--- src/rtl/pong_game_ctrl.sv ---
// Pong game sequencer: watches ball and paddle geometry, issues bounce commands
// to the ball block, keeps scores, times the serve and detects game over.
module pong_game_ctrl #(
  parameter int SCREEN_X    = 640,
  parameter int SCREEN_Y    = 480,
  parameter int PAD_W       = 10,
  parameter int PAD_H       = 60,
  parameter int LPAD_X      = 20,
  parameter int RPAD_X      = 610,
  parameter int SERVE_DELAY = 25000000,
  parameter int WIN_SCORE   = 9
) (
  input  logic       clock,
  input  logic       reset,
  input  logic       start,
  input  logic [9:0] ball_x,
  input  logic [9:0] ball_y,
  input  logic [7:0] ball_w,
  input  logic [7:0] ball_h,
  input  logic [9:0] lpad_y,
  input  logic [9:0] rpad_y,
  output logic [1:0] bounce,
  output logic [3:0] score_l,
  output logic [3:0] score_r,
  output logic       game_over,
  output logic       serving,
  output logic [2:0] dbg_state
);

  typedef enum logic [2:0] {
    IDLE  = 3'd0,
    SERVE = 3'd1,
    PLAY  = 3'd2,
    HOLD  = 3'd3,
    SCORE = 3'd4,
    OVER  = 3'd5
  } state_t;

  localparam logic [1:0] B_NONE   = 2'b00;
  localparam logic [1:0] B_PADDLE = 2'b01;
  localparam logic [1:0] B_WALL   = 2'b10;
  localparam logic [1:0] B_SERVE  = 2'b11;

  // A ball past the screen edge is a miss even if the paddle sits further out.
  localparam int RMISS = (RPAD_X + PAD_W < SCREEN_X) ? (RPAD_X + PAD_W) : SCREEN_X;

  localparam logic [10:0] C_LPAD_X  = 11'(LPAD_X);
  localparam logic [10:0] C_LPAD_R  = 11'(LPAD_X + PAD_W);
  localparam logic [10:0] C_RPAD_X  = 11'(RPAD_X);
  localparam logic [10:0] C_RPAD_R  = 11'(RPAD_X + PAD_W);
  localparam logic [10:0] C_RMISS   = 11'(RMISS);
  localparam logic [10:0] C_PAD_H   = 11'(PAD_H);
  localparam logic [10:0] C_SCR_Y   = 11'(SCREEN_Y);
  localparam logic [24:0] C_SRV_END = 25'(SERVE_DELAY - 1);
  localparam logic [3:0]  C_WIN     = 4'(WIN_SCORE);

  state_t      r_state;
  logic [1:0]  r_bounce;
  logic [3:0]  r_score_l;
  logic [3:0]  r_score_r;
  logic        r_game_over;
  logic        r_serving;
  logic [24:0] r_cnt;
  logic [9:0]  r_prev_x;
  logic [9:0]  r_prev_y;
  logic        r_dir_r;
  logic        r_dir_d;

  logic        w_step;
  logic [10:0] w_bx_r;
  logic [10:0] w_by_b;
  logic [10:0] w_lpad_b;
  logic [10:0] w_rpad_b;
  logic        w_yov_l;
  logic        w_yov_r;
  logic        w_miss_l;
  logic        w_miss_r;
  logic        w_hit_l;
  logic        w_hit_r;
  logic        w_wall;

  function automatic logic [3:0] sat_inc(input logic [3:0] v);
    return (v == 4'd15) ? v : v + 4'd1;
  endfunction

  assign w_step   = (ball_x != r_prev_x) || (ball_y != r_prev_y);
  assign w_bx_r   = {1'b0, ball_x} + {3'b000, ball_w};
  assign w_by_b   = {1'b0, ball_y} + {3'b000, ball_h};
  assign w_lpad_b = {1'b0, lpad_y} + C_PAD_H;
  assign w_rpad_b = {1'b0, rpad_y} + C_PAD_H;

  assign w_yov_l  = (w_by_b > {1'b0, lpad_y}) && ({1'b0, ball_y} < w_lpad_b);
  assign w_yov_r  = (w_by_b > {1'b0, rpad_y}) && ({1'b0, ball_y} < w_rpad_b);
  assign w_miss_l = !r_dir_r && ({1'b0, ball_x} < C_LPAD_X);
  assign w_miss_r = r_dir_r && (w_bx_r > C_RMISS);
  assign w_hit_l  = !r_dir_r && ({1'b0, ball_x} <= C_LPAD_R) &&
                    ({1'b0, ball_x} >= C_LPAD_X) && w_yov_l;
  assign w_hit_r  = r_dir_r && (w_bx_r >= C_RPAD_X) && (w_bx_r <= C_RPAD_R) && w_yov_r;
  assign w_wall   = (!r_dir_d && (ball_y == 10'd0)) || (r_dir_d && (w_by_b >= C_SCR_Y));

  // Outputs are all registered; bounce changes one cycle after the event.
  always_ff @(posedge clock) begin
    if (reset) begin
      r_state     <= IDLE;
      r_bounce    <= B_SERVE;
      r_score_l   <= 4'd0;
      r_score_r   <= 4'd0;
      r_game_over <= 1'b0;
      r_serving   <= 1'b1;
      r_cnt       <= 25'd0;
      r_prev_x    <= ball_x;
      r_prev_y    <= ball_y;
      r_dir_r     <= 1'b1;
      r_dir_d     <= 1'b1;
    end else begin
      r_prev_x <= ball_x;
      r_prev_y <= ball_y;

      if ((r_state == PLAY || r_state == HOLD) && w_step) begin
        if (ball_x != r_prev_x) r_dir_r <= (ball_x > r_prev_x);
        if (ball_y != r_prev_y) r_dir_d <= (ball_y > r_prev_y);
      end

      case (r_state)
        IDLE, OVER: begin
          r_bounce <= B_SERVE;
          if (start) begin
            r_score_l   <= 4'd0;
            r_score_r   <= 4'd0;
            r_game_over <= 1'b0;
            r_serving   <= 1'b1;
            r_cnt       <= 25'd0;
            r_state     <= SERVE;
          end
        end
        SERVE: begin
          r_bounce <= B_SERVE;
          if (r_cnt == C_SRV_END) begin
            r_cnt     <= 25'd0;
            r_dir_r   <= 1'b1;
            r_dir_d   <= 1'b1;
            r_bounce  <= B_NONE;
            r_serving <= 1'b0;
            r_state   <= PLAY;
          end else begin
            r_cnt <= r_cnt + 25'd1;
          end
        end
        PLAY: begin
          if (w_miss_l) begin
            r_score_r <= sat_inc(r_score_r);
            r_bounce  <= B_SERVE;
            r_state   <= SCORE;
          end else if (w_miss_r) begin
            r_score_l <= sat_inc(r_score_l);
            r_bounce  <= B_SERVE;
            r_state   <= SCORE;
          end else if (w_hit_l || w_hit_r) begin
            r_bounce <= B_PADDLE;
            r_state  <= HOLD;
          end else if (w_wall) begin
            r_bounce <= B_WALL;
            r_state  <= HOLD;
          end else begin
            r_bounce <= B_NONE;
          end
        end
        HOLD: begin
          // The ball block only samples on its move tick, so hold until it moves.
          if (w_step) begin
            r_bounce <= B_NONE;
            r_state  <= PLAY;
          end
        end
        SCORE: begin
          r_bounce <= B_SERVE;
          if (w_step) begin
            if (r_score_l == C_WIN || r_score_r == C_WIN) begin
              r_game_over <= 1'b1;
              r_state     <= OVER;
            end else begin
              r_serving <= 1'b1;
              r_cnt     <= 25'd0;
              r_state   <= SERVE;
            end
          end
        end
        default: begin
          r_bounce  <= B_SERVE;
          r_serving <= 1'b1;
          r_state   <= IDLE;
        end
      endcase
    end
  end

  assign bounce    = r_bounce;
  assign score_l   = r_score_l;
  assign score_r   = r_score_r;
  assign game_over = r_game_over;
  assign serving   = r_serving;
  assign dbg_state = r_state;

endmodule

--- config.mk ---
export PLATFORM = sky130hd
export DESIGN_NAME = pong_game_ctrl
export DESIGN_NICKNAME = d
export VERILOG_FILES = /design/src/rtl/pong_game_ctrl.sv
export SDC_FILE = /design/constraint.sdc
export NUM_CORES = 1
export LEC_CHECK = 0
export CELL_PAD_IN_SITES_DETAIL_PLACEMENT = 2
export CELL_PAD_IN_SITES_GLOBAL_PLACEMENT = 2
export CORE_MARGIN = 4
export CORE_UTILIZATION = 35
export DETAILED_ROUTE_END_ITERATION = 10
export GPL_TIMING_DRIVEN = 0
export PLACE_DENSITY_LB_ADDON = 0.25
export REMOVE_ABC_BUFFERS = 1
export SYNTH_ARGS = -nofsm -noshare
export SYNTH_HDL_FRONTEND = slang
export SYNTH_SLANG_ARGS = --single-unit
export TNS_END_PERCENT = 100
--- constraint.sdc ---
create_clock -name clock -period 6.9 [get_ports clock]
set_input_delay 1.38 -clock clock [delete_from_list [all_inputs] [get_ports clock]]
set_output_delay 1.38 -clock clock [all_outputs]
set_load 0.03 [all_outputs]
==> out/results.ini <==
[sta]
finalCritPeriodShare_pct = 77.04
hold_viol = 0
timing_worst_slew_pin_value_ns = 0.8752
period_minus_slack_ns = 5.316
setup_slack_ns = 1.584
fin_worst_skew_ns = 0.008408
setup_violations = 0
drv_slew = 0
rsz0062_at_grt = no
final.setup.tns_ns = 0
relSlewSlack_pct = 41.30
fmax_mhz = 188.1

[floorplanning]
core_um2 = 14590
pin_count = 74
die_area_um2 = 16910
fp.dieH_um = 130.1
initial_core_util_pct = 35.74
rows = 44
dieWidth_um = 130.1

[grt]
grt_use_total_pct = 20.47
grt_pass1_vias = 5617
antenna_found_initial = 0
grt_max_degree = 18
grt_pass1_wl_um = 27720
overflow = 0

[worst_setup_path]
crit_fanout = 6
worstSetupPathType = primary input to register
crit_path_end_kind = register
worstPathArrival_ns = 5.56
worstRegToRegCells = 9
start_kind = primary input
cp.required_ns = 7.15

[power_and_ir_drop]
p_seq_share_pct = 29.8
comb_power_share_pct = 35.8
p_int_uw = 877.3
p_leak_uw = 0.002745
switchingPower_uw = 485.4
ir_drop_uv = 155.0
p_sw_share_pct = 35.62
pwr-share-clk_pct = 34.3
powerDensity_nw_per_um2 = 210.5

[yosys]
async_reset_ff_share_pct = 0
syn_area_per_cell_um2 = 8.058
synth_edf_count = 0
synth-simple-area-share_pct = 20.93
ys.flop_type = dfxtp_1
synth_warnings = 0
yosys.area.top_type_share_pct = 23.81
synth-seq-area-share_pct = 23.81
synth_cell_types = 63
synthAdderAreaFrac_pct = 20.21
yosys-top-cells-area = dfxtp_1 (24%), ha_1 (19%), inv_1 (4.7%)
synthXorXnorAreaFrac_pct = 6.887
synth_compound_area_share_pct = 21.45
synth.area.mux_share_pct = 1.032
synth_top_area_cell = dfxtp_1
synth.ff_latch_count = 62
synth_top_family_by_area = compound AO/OA/AOI/OAI gates
synthCells = 647
synth_area_um2 = 5214

[detailed_routing]
via_per_inst = 5.642
drtAntennaViolNets = 0
wl_per_cell_um = 18.79
drtIter0Drc = 180
route.vias.total = 5134
drc = 0
dr.pass1.iters = 5
totalWireLength_um = 17100

[flow_run]
max_cap_viol_count = 0

[finish]
num_antenna_cells = 0
final_cell_mix = ha_1 (81), clkdlybuf4s50_1 (73), inv_1 (65), dfxtp_1 (62), nor2_1 (61)
drive_gt1_share_pct = 4.545
final_nets = 863
postLayoutCellArea_um2 = 6474
syn_to_final_growth_pct = 24.17
final_common_cell = ha_1

[cts]
cts_setup_buffers = 0
cts_tree = done
ctsResizeCount = 0
cts_root_buf = clkbuf_16
cts_hold_buf = 0
clock_sinks = 62
clk-insertion-delay-late_ns = 0.34
clk_pin_slew_ns = 0.05
numCtsBuffers = 9
h-tree-depth = 3
max-clock-path-buffers = 2

[worst_hold_path]
holdPathStages = 2
min_path_type = register to register

[placement]
placed_area_um2 = 6162
port_buffers = 73
hpwl_um = 13770
pre_cts_slack_ns = 1.217
gp_congestion = 0.8439

[status]
status = complete, no violations

## power by group through the flow
stage / logic, uW / clock network [uW] / registers, uW
6_report: 488 / 468 / 407
5_1_grt: 543 / 495 / 409
4_1_cts: 492 / 481 / 407
3_5_place_dp: 483 / 0 / 414
3_3_place_gp: 434 / 0 / 411
2_1_floorplan: 287 / 0 / 417
## kinds of logic (layout without fill, tap and decap cells)
group                      after synthesis  after routing
AOI/OAI and AO/OA                      164            164
xor gates and xnor gates                41             41
muxes                                    5              5
buffers and inverters                   77            156
and+or+nand+nor                        215            215
adders and majority gates               83             83
DFF                                     62             62
## layout make-up
cell class	instances	area (um2)
Clock buffer	12	256.5
Timing Repair Buffer	75	757.0
Clock inverter	4	55.05
Multi-Input combinational cell	508	3690
Tap cell	184	230.2
Inverter	65	244.0
Fill cell	1682	8115
Sequential cell	62	1241
## state kept, by name (all words and copies together), names as in the netlist, 2 cells and up
register and flops:
score_r 4, r_cnt 25, dbg_state 3, score_l 4
bounce 2, r_prev_x 10, r_prev_y 10
## per-layer routing
metal  track usage, %  wire length [um]  vias to the layer above
met5                0                 0                        -
met1            24.51              7710                     2518
met3            3.152               448                       25
met2            37.51              8660                       82
li1                 -                 -                     2509
met4            6.174               279                        0
## cells in the mapped netlist (6+ instances only)
master	n
o21a_1	8
clkbuf_1	7
nand4_1	21
xor2_1	22
xnor2_1	19
nor3_1	16
o21ai_0	34
nor2_1	61
a21o_1	15
a211oi_1	16
nor2b_1	10
a31oi_1	6
a21oi_1	35
ha_1	81
or3_1	7
nand3_1	20
and3_1	12
o211ai_1	8
inv_1	65
nor4_1	6
nand2b_1	8
nand2_1	35
dfxtp_1	62
## critical path: stages
cell,delay (ns)
clkdlybuf4s50_1,0.56
ha_1,0.32
inv_1,0.08
fa_1,0.20
nor2b_1,0.06
o31a_1,0.30
or4b_2,0.62
nand3_1,0.18
ha_1,0.21
nand4_1,0.15
o21bai_1,0.20
a211oi_1,0.31
o221ai_1,0.26
a211oi_1,0.34
a21boi_0,0.16
a211oi_1,0.22
## worst paths after layout
check / start / endpoint / slack (ns)
worst min register to register: r_cnt[21] / r_cnt[21] / 0.50
worst min-delay path: r_cnt[21] / r_cnt[21] / 0.50
worst max register to register: r_cnt[9] / r_cnt[24] / 3.38
worst max-delay path: ball_y[0] / dbg_state[0] / 1.58
## stage by stage
| stage | hold WS, ns | utilization (%) | instances | power (uW) |
|---|---|---|---|---|
| floorplan | 0.4627 | - | 635 | 703.6 |
| finish | 0.5017 | 44.37 | 910 | 1363 |
| global route | 0.5488 | 44.37 | 910 | 1448 |
| CTS | 0.5095 | 44.37 | 910 | 1380 |
| global placement | 0.4847 | 41.96 | 892 | 844.7 |
| detailed placement | 0.5006 | 42.24 | 894 | 897.4 |
Note: power is estimated with default switching activity, not from simulation.
